File: src/rtl/bit_serial_pkg.sv
// Shared types and helpers for the bit-serial adder: FSM state encoding and
// bit-counter sizing.
package bit_serial_pkg;

  typedef enum logic [1:0] {
    IDLE = 2'd0,
    RUN  = 2'd1,
    DONE = 2'd2
  } state_e;

  // Counter must hold 0..width-1 with one bit of headroom.
  function automatic int cnt_width(input int width);
    return $clog2(width) + 1;
  endfunction

endpackage

File: src/rtl/full_add.sv
// One-bit full adder cell; the addition counterpart of the full_sub cell.
module full_add (
  input  logic a,
  input  logic b,
  input  logic c,
  output logic s,
  output logic cout
);

  assign s    = a ^ b ^ c;
  assign cout = (a & b) | (c & (a ^ b));

endmodule

File: src/rtl/bit_serial_adder.sv
// Bit-serial adder: one full-adder cell and a carry flip-flop compute
// a + b + cin LSB first, one bit per clock, then present sum/cout until the next completion.
module bit_serial_adder
  import bit_serial_pkg::*;
#(
  parameter int WIDTH = 8
) (
  input  logic             clk,
  input  logic             rst,
  input  logic             start,
  input  logic [WIDTH-1:0] a,
  input  logic [WIDTH-1:0] b,
  input  logic             cin,
  output logic             busy,
  output logic             done,
  output logic [WIDTH-1:0] sum,
  output logic             cout
);

  localparam int CW = cnt_width(WIDTH);

  state_e           state, next_state;
  logic [WIDTH-1:0] a_sh, b_sh, s_sh;
  logic [WIDTH-1:0] sum_q;
  logic             carry, cout_q;
  logic [CW-1:0]    cnt;
  logic             ready, accept, last_bit;
  logic             bit_s, bit_c;

  full_add u_full_add (
    .a    (a_sh[0]),
    .b    (b_sh[0]),
    .c    (carry),
    .s    (bit_s),
    .cout (bit_c)
  );

  always_comb begin
    // NOTE: every output of this block gets a value before any branch, so no
    // path can leave a signal unassigned and infer a latch.
    next_state = state;
    ready      = (state == IDLE) || (state == DONE);
    accept     = ready && start;
    last_bit   = (state == RUN) && (cnt == CW'(WIDTH - 1));

    unique case (state)
      IDLE:    if (start) next_state = RUN;
      RUN:     if (last_bit) next_state = DONE;
      DONE:    next_state = start ? RUN : IDLE;
      default: next_state = IDLE;
    endcase
  end

  // NOTE: the datapath registers are reset along with the FSM because a reset
  // must also wipe a previously held result, not just stop the sequencer.
  always_ff @(posedge clk) begin
    if (rst) begin
      state  <= IDLE;
      a_sh   <= '0;
      b_sh   <= '0;
      s_sh   <= '0;
      carry  <= 1'b0;
      cnt    <= '0;
      sum_q  <= '0;
      cout_q <= 1'b0;
    end else begin
      // NOTE: non-blocking assignments so every register samples pre-edge
      // values, regardless of statement order.
      state <= next_state;
      if (accept) begin
        a_sh  <= a;
        b_sh  <= b;
        carry <= cin;
        cnt   <= '0;
      end else if (state == RUN) begin
        a_sh  <= a_sh >> 1;
        b_sh  <= b_sh >> 1;
        s_sh  <= {bit_s, s_sh[WIDTH-1:1]};
        carry <= bit_c;
        cnt   <= cnt + CW'(1);
        // Publish only the completed word so outputs never show partial sums.
        if (last_bit) begin
          sum_q  <= {bit_s, s_sh[WIDTH-1:1]};
          cout_q <= bit_c;
        end
      end
    end
  end

  assign busy = (state == RUN);
  assign done = (state == DONE);
  assign sum  = sum_q;
  assign cout = cout_q;

endmodule

File: config.mk
export PLATFORM = sky130hd
export DESIGN_NAME = bit_serial_adder
export DESIGN_NICKNAME = d
export VERILOG_FILES = /design/src/rtl/bit_serial_pkg.sv /design/src/rtl/full_add.sv /design/src/rtl/bit_serial_adder.sv
export SDC_FILE = /design/constraint.sdc
export NUM_CORES = 1
export LEC_CHECK = 0
export CAP_MARGIN = 15
export CORE_ASPECT_RATIO = 0.6
export CORE_MARGIN = 1
export CORE_UTILIZATION = 41
export DETAILED_ROUTE_END_ITERATION = 8
export PLACE_DENSITY = 0.66
export SETUP_SLACK_MARGIN = 0.1
export SLEW_MARGIN = 20
export SYNTH_ARGS = -nofsm -noshare
export SYNTH_HDL_FRONTEND = slang
export SYNTH_SLANG_ARGS = --single-unit
File: constraint.sdc
create_clock -name clk -period 1.8 [get_ports clk]
set_input_delay 0.36 -clock clk [delete_from_list [all_inputs] [get_ports clk]]
set_output_delay 0.36 -clock clk [all_outputs]
set_load 0.005 [all_outputs]
; Word-level counts from Yosys, hierarchy flattened
; Index checks and enable logic that the tools add are counted.
[op_classes]
add_sub_neg = 1
eq_ne = 5
mux = 10
bitwise = 6
reduce_logical = 9
[ops]
columns = cell, count
row1 = $mux 8, 4
row2 = $pmux 2 s3, 1
row3 = $add 4x1->4 const B, 1
row4 = $eq 4x3->1 const B, 1
row5 = $mux 2, 2
row6 = $reduce_and 2->1, 2
row7 = $mux 1, 3
row8 = $reduce_and 3->1, 1
row9 = $and 1x1->1, 2
row10 = $eq 2x1->1 const B, 1
row11 = $eq 2x2->1 const B, 1
row12 = $logic_and 1x1->1, 2
row13 = $logic_not 2->1, 1
row14 = $ne 2x1->1 const B, 1
row15 = $ne 2x2->1 const B, 1
row16 = $reduce_bool 2->1, 1
row17 = $reduce_or 2->1, 1
row18 = $xor 1x1->1, 2
row19 = $logic_or 1x1->1, 1
row20 = $not 1->1, 1
row21 = $or 1x1->1, 1
[totals]
ff_bits = 40
out_inout_bits = 11
elab_cells = 39

; Logic depth before layout (Yosys ltp)
[depth]
depth_word = 5
ltp_mapped = 5

; Hierarchy
; A second synthesis with hierarchy kept.
[hier_totals]
cells_unflattened = 181
area_unflattened_um2 = 1617.8
[modules_own_cells]
columns = mod, n_inst, cells_per_inst, area_each_um2, seq_area_each_um2
row1 = bit_serial_adder, 1, 180, 1597.8, 780.7
row2 = full_add, 1, 1, 20.0, 0.0

; Worst setup path after synthesis
; OpenSTA, ideal clock, no wires.
[synth_path]
path_type = register to register
from = register state[1]
to = register cnt[3]
setup_time_ps = 80
arrival_ps = 1141
t_required_ps = 1720
setup_slack_ps = 579
stages_incl_launch_ff = 5
synth_period_minus_slack_ps = 1221
path_cell_list = dfxtp_1 nand2b_1 buf_6 or3_1 a211oi_2
[synth_via]
elab_chain_cells = 4
elab_cells_between_ends = 6
cone_classes = 2 x eq/ne / 4 x reduce/logical
[synth_lines]
columns = item, line
row1 = start: declaration, bit_serial_adder.sv:22  ; state_e state, next_state;
row2 = start signal: assignment, bit_serial_adder.sv:69  ; state <= next_state;
row3 = $eq 2x2->1 / $logic_not 2->1 (equally long branches), bit_serial_adder.sv:42  ; ready = (state == IDLE) || (state == DONE);
row4 = $logic_or 1x1->1, bit_serial_adder.sv:42
row5 = $logic_and 1x1->1, bit_serial_adder.sv:43  ; accept = ready && start;
row6 = $reduce_or 2->1 (no line), --
row7 = end signal: assignment, bit_serial_adder.sv:80  ; cnt <= cnt + CW'(1);
row8 = end: declaration, bit_serial_adder.sv:26  ; logic [CW-1:0] cnt;
; Parallel ways exist; a longest one is shown, timed or not.
; A chain may end at the register's enable or synchronous reset.

; Worst setup path after layout
[layout_path]
from = register state[1]
to = output port done
[layout_via]
elab_chain_cells = 1
[layout_lines]
columns = item, line
row1 = $eq 2x2->1, bit_serial_adder.sv:91  ; assign done = (state == DONE);
row2 = end: declaration, bit_serial_adder.sv:15  ; output logic done,
; No other way between the ends.

==> metrics <==
row cnt=17; clock transition time at the flip-flop clock pins of the worst setup and hold paths=70 ps; met2 Use GR=23.1%; most common cell after layout, fill and taps aside=dfxtp_1; Post-CTS Setup Inserts=0; ratio of cells with drive above 1 in the final layout=8.61%; Final Critical Period=1640 ps; post-DR wirelength/cell=12.5 µm; worst-margin pin slew=373 ps; CP Cell Sequence=nor2b_1 -> clkdlybuf4s50_1; met3 GRT Util=5.10%; Leak Pwr=0.714 nW; GRT overflow=0; slowest stage delay, CP=500 ps; Final GP Congestion=0.683; ANT cells=0; Critical Path Start Type=register; Yosys cell types=25; CTS Hold Bufs=0; #FFs+latches synth=39; WP buf/inv=1; core area=3720 µm²; Post-Syn Area=1610 µm²; DP Area=1950 µm²; Fin. Hold Viols=0; Synth Instances=180; Initial Util=43.3%; PwrDens=868 nW/µm²; DR DRC count=0; most frequent cells in the layout=dfxtp_1 (37), clkdlybuf4s50_1 (29), nand2_1 (27), nand2b_1 (19), nor3_1 (17); die extent in y=50.5 µm; CTS tree=done; largest net degree at the start of global routing=49; Final Non-Filler Cells=256; area growth from synthesis to layout=28.2%; total routed wirelength=3190 µm; vias in the first global route=1,162; drt pass-1 iters=4; initial antenna violation count=0; clk_lat worst skew=300 ps; unrepaired setup endpoints after global routing=true; CP Class=register to primary output; via count=1,313; detailed placement HPWL=2140 µm; period utilization=91.1%; worst hold path type=register to register; Slowest-stage cell, CP=clkdlybuf4s50_1; Tot GR Track Use=16.4%; Slew Limit Fails=0; PnR worst setup slack=160 ps; Layout Skew=3.76 ps; post-place setup slack=206 ps; Max Cap Viol=0; H-Tree Depth=2; multi-input logic area=766 µm²; first-pass GRT wire length=5320 µm; Top Ports=31; CTS Buf Count=5; WP data arrival=1280 ps; clock sink total=39; fillcell total=340; CP delay by family, top=buffers and inverters; DIE AREA=4190 µm²; setup_tns=0 ps; Storage cell area=783 µm²; Relative slew margins=75.1%; fmax=0.610 GHz; Global Route met1 Usage=22.5%; final setup fails=0; GRT Max-Usage Layer=met2; crit-path max FO=3; post-synthesis sequential area ratio=48.5%; hold slack=457 ps; Port Buf Inserts=30; Post-CTS Resized=2; CP required=1440 ps; Synth Warn #=0; Placed Cells=248; die width=82.9 µm; initial drt markers=44; nets=230; CP endpoint kind=primary output; design area=2060 µm²; synthesized area per cell=8.95 µm²; maximum vdd drop=0.453 mV; vias per cell=5.13; status=finished, final reports clean; Syn Nets=202; clk buf depth=2; Routed Antenna Nets=0; clk root buf=clkbuf_8
[state kept, by name, summed over array words and instances (netlist names)]
register,flops
s_sh,7
state,2
sum,8
carry,1
b_sh,8
cout,1
a_sh,8
cnt,4
[worst paths after layout]
path,startpoint,end,slack (ps),depth (start not counted)
worst max-delay path,state[1]$_SDFFE_PP0P_,done,160,2
worst min-delay path,s_sh[1]$_SDFFE_PP0P_,s_sh[1]$_SDFFE_PP0P_,460,2
worst max register to register,cnt[0]$_SDFFE_PP0N_,sum[4]$_SDFFE_PP0P_,400,4
worst min register to register,s_sh[1]$_SDFFE_PP0P_,s_sh[1]$_SDFFE_PP0P_,460,2
[per-stage QoR]
stage | util (%) | power, W
2_1_floorplan | - | 0.00108
3_3_place_gp | 52.4 | 0.00116
3_5_place_dp | 52.4 | 0.00117
4_1_cts | 55.4 | 0.00181
5_1_grt | 55.5 | 0.00188
6_report | 55.5 | 0.00179
[power breakdown]
group | switching [W] | total, W | internal [W]
Clock | 0.000295 | 0.000644 | 0.000349
Sequential | 0.0000277 | 0.000932 | 0.000904
Combinational | 0.000109 | 0.000217 | 0.000108
[worst reg2reg max path, stage by stage (launching register included)]
cell	delay, ps
dfxtp_1	390
ha_1	200
nand3b_1	160
nor2_4	340
mux2i_1	240
[Yosys cell counts]
| cell type | instances | area (µm²) |
|---|---|---|
| ha_1 | 1 | 12.5 |
| nand2b_1 | 20 | 125 |
| nand3b_1 | 2 | 15.0 |
| buf_2 | 6 | 30.0 |
| inv_2 | 1 | 3.75 |
| or3_1 | 1 | 6.26 |
| clkbuf_1 | 7 | 26.3 |
| nand3_1 | 5 | 25.0 |
| a211oi_2 | 1 | 12.5 |
| o21ai_1 | 1 | 5.00 |
| a22oi_1 | 3 | 22.5 |
| o22ai_1 | 6 | 37.5 |
| mux2i_1 | 11 | 110 |
| nor2_4 | 1 | 11.3 |
| nand2_1 | 27 | 101 |
| nor2_1 | 7 | 26.3 |
| buf_6 | 1 | 11.3 |
| dfxtp_1 | 39 | 781 |
| nor3_1 | 17 | 85.1 |
| a21oi_1 | 12 | 60.1 |
| nor2b_1 | 2 | 12.5 |
| fa_1 | 1 | 20.0 |
| xnor2_1 | 1 | 8.76 |
| a311oi_1 | 6 | 52.6 |
| xor2_1 | 1 | 8.76 |
[layer usage]
layer | wire, µm | vias up | part of all wire [%]
li1 | - | 676 | -
met1 | 1660 | 598 | 52
met2 | 1330 | 33 | 42
met3 | 146 | 6 | 4.6
met4 | 53 | 0 | 1.7
met5 | 0 | - | 0
[final cells by class]
| type | instances | share of cell area [%] |
|---|---|---|
| clock buffers | 8 | 4.85 |
| inverters | 1 | 0.182 |
| multi-input cells | 126 | 37.1 |
| flip-flops and latches | 39 | 37.9 |
| well taps | 47 | 2.85 |
| repair buffers | 35 | 17.1 |
[cell families (layout without fill, tap and decap cells)]
family                     count (synthesis)  in the layout  share of synthesized area (%)
and+or+nand+nor                           82             82                           25.3
DFF                                       39             39                           48.5
AOI/OAI and AO/OA                         29             29                           11.8
buffers and inverters                     15             44                           4.43
muxes                                     11             11                           6.84
adders and majority gates                  2              2                           2.02
xor gates and xnor gates                   2              2                           1.09
No activity file was read; power rests on OpenSTA's default activity.
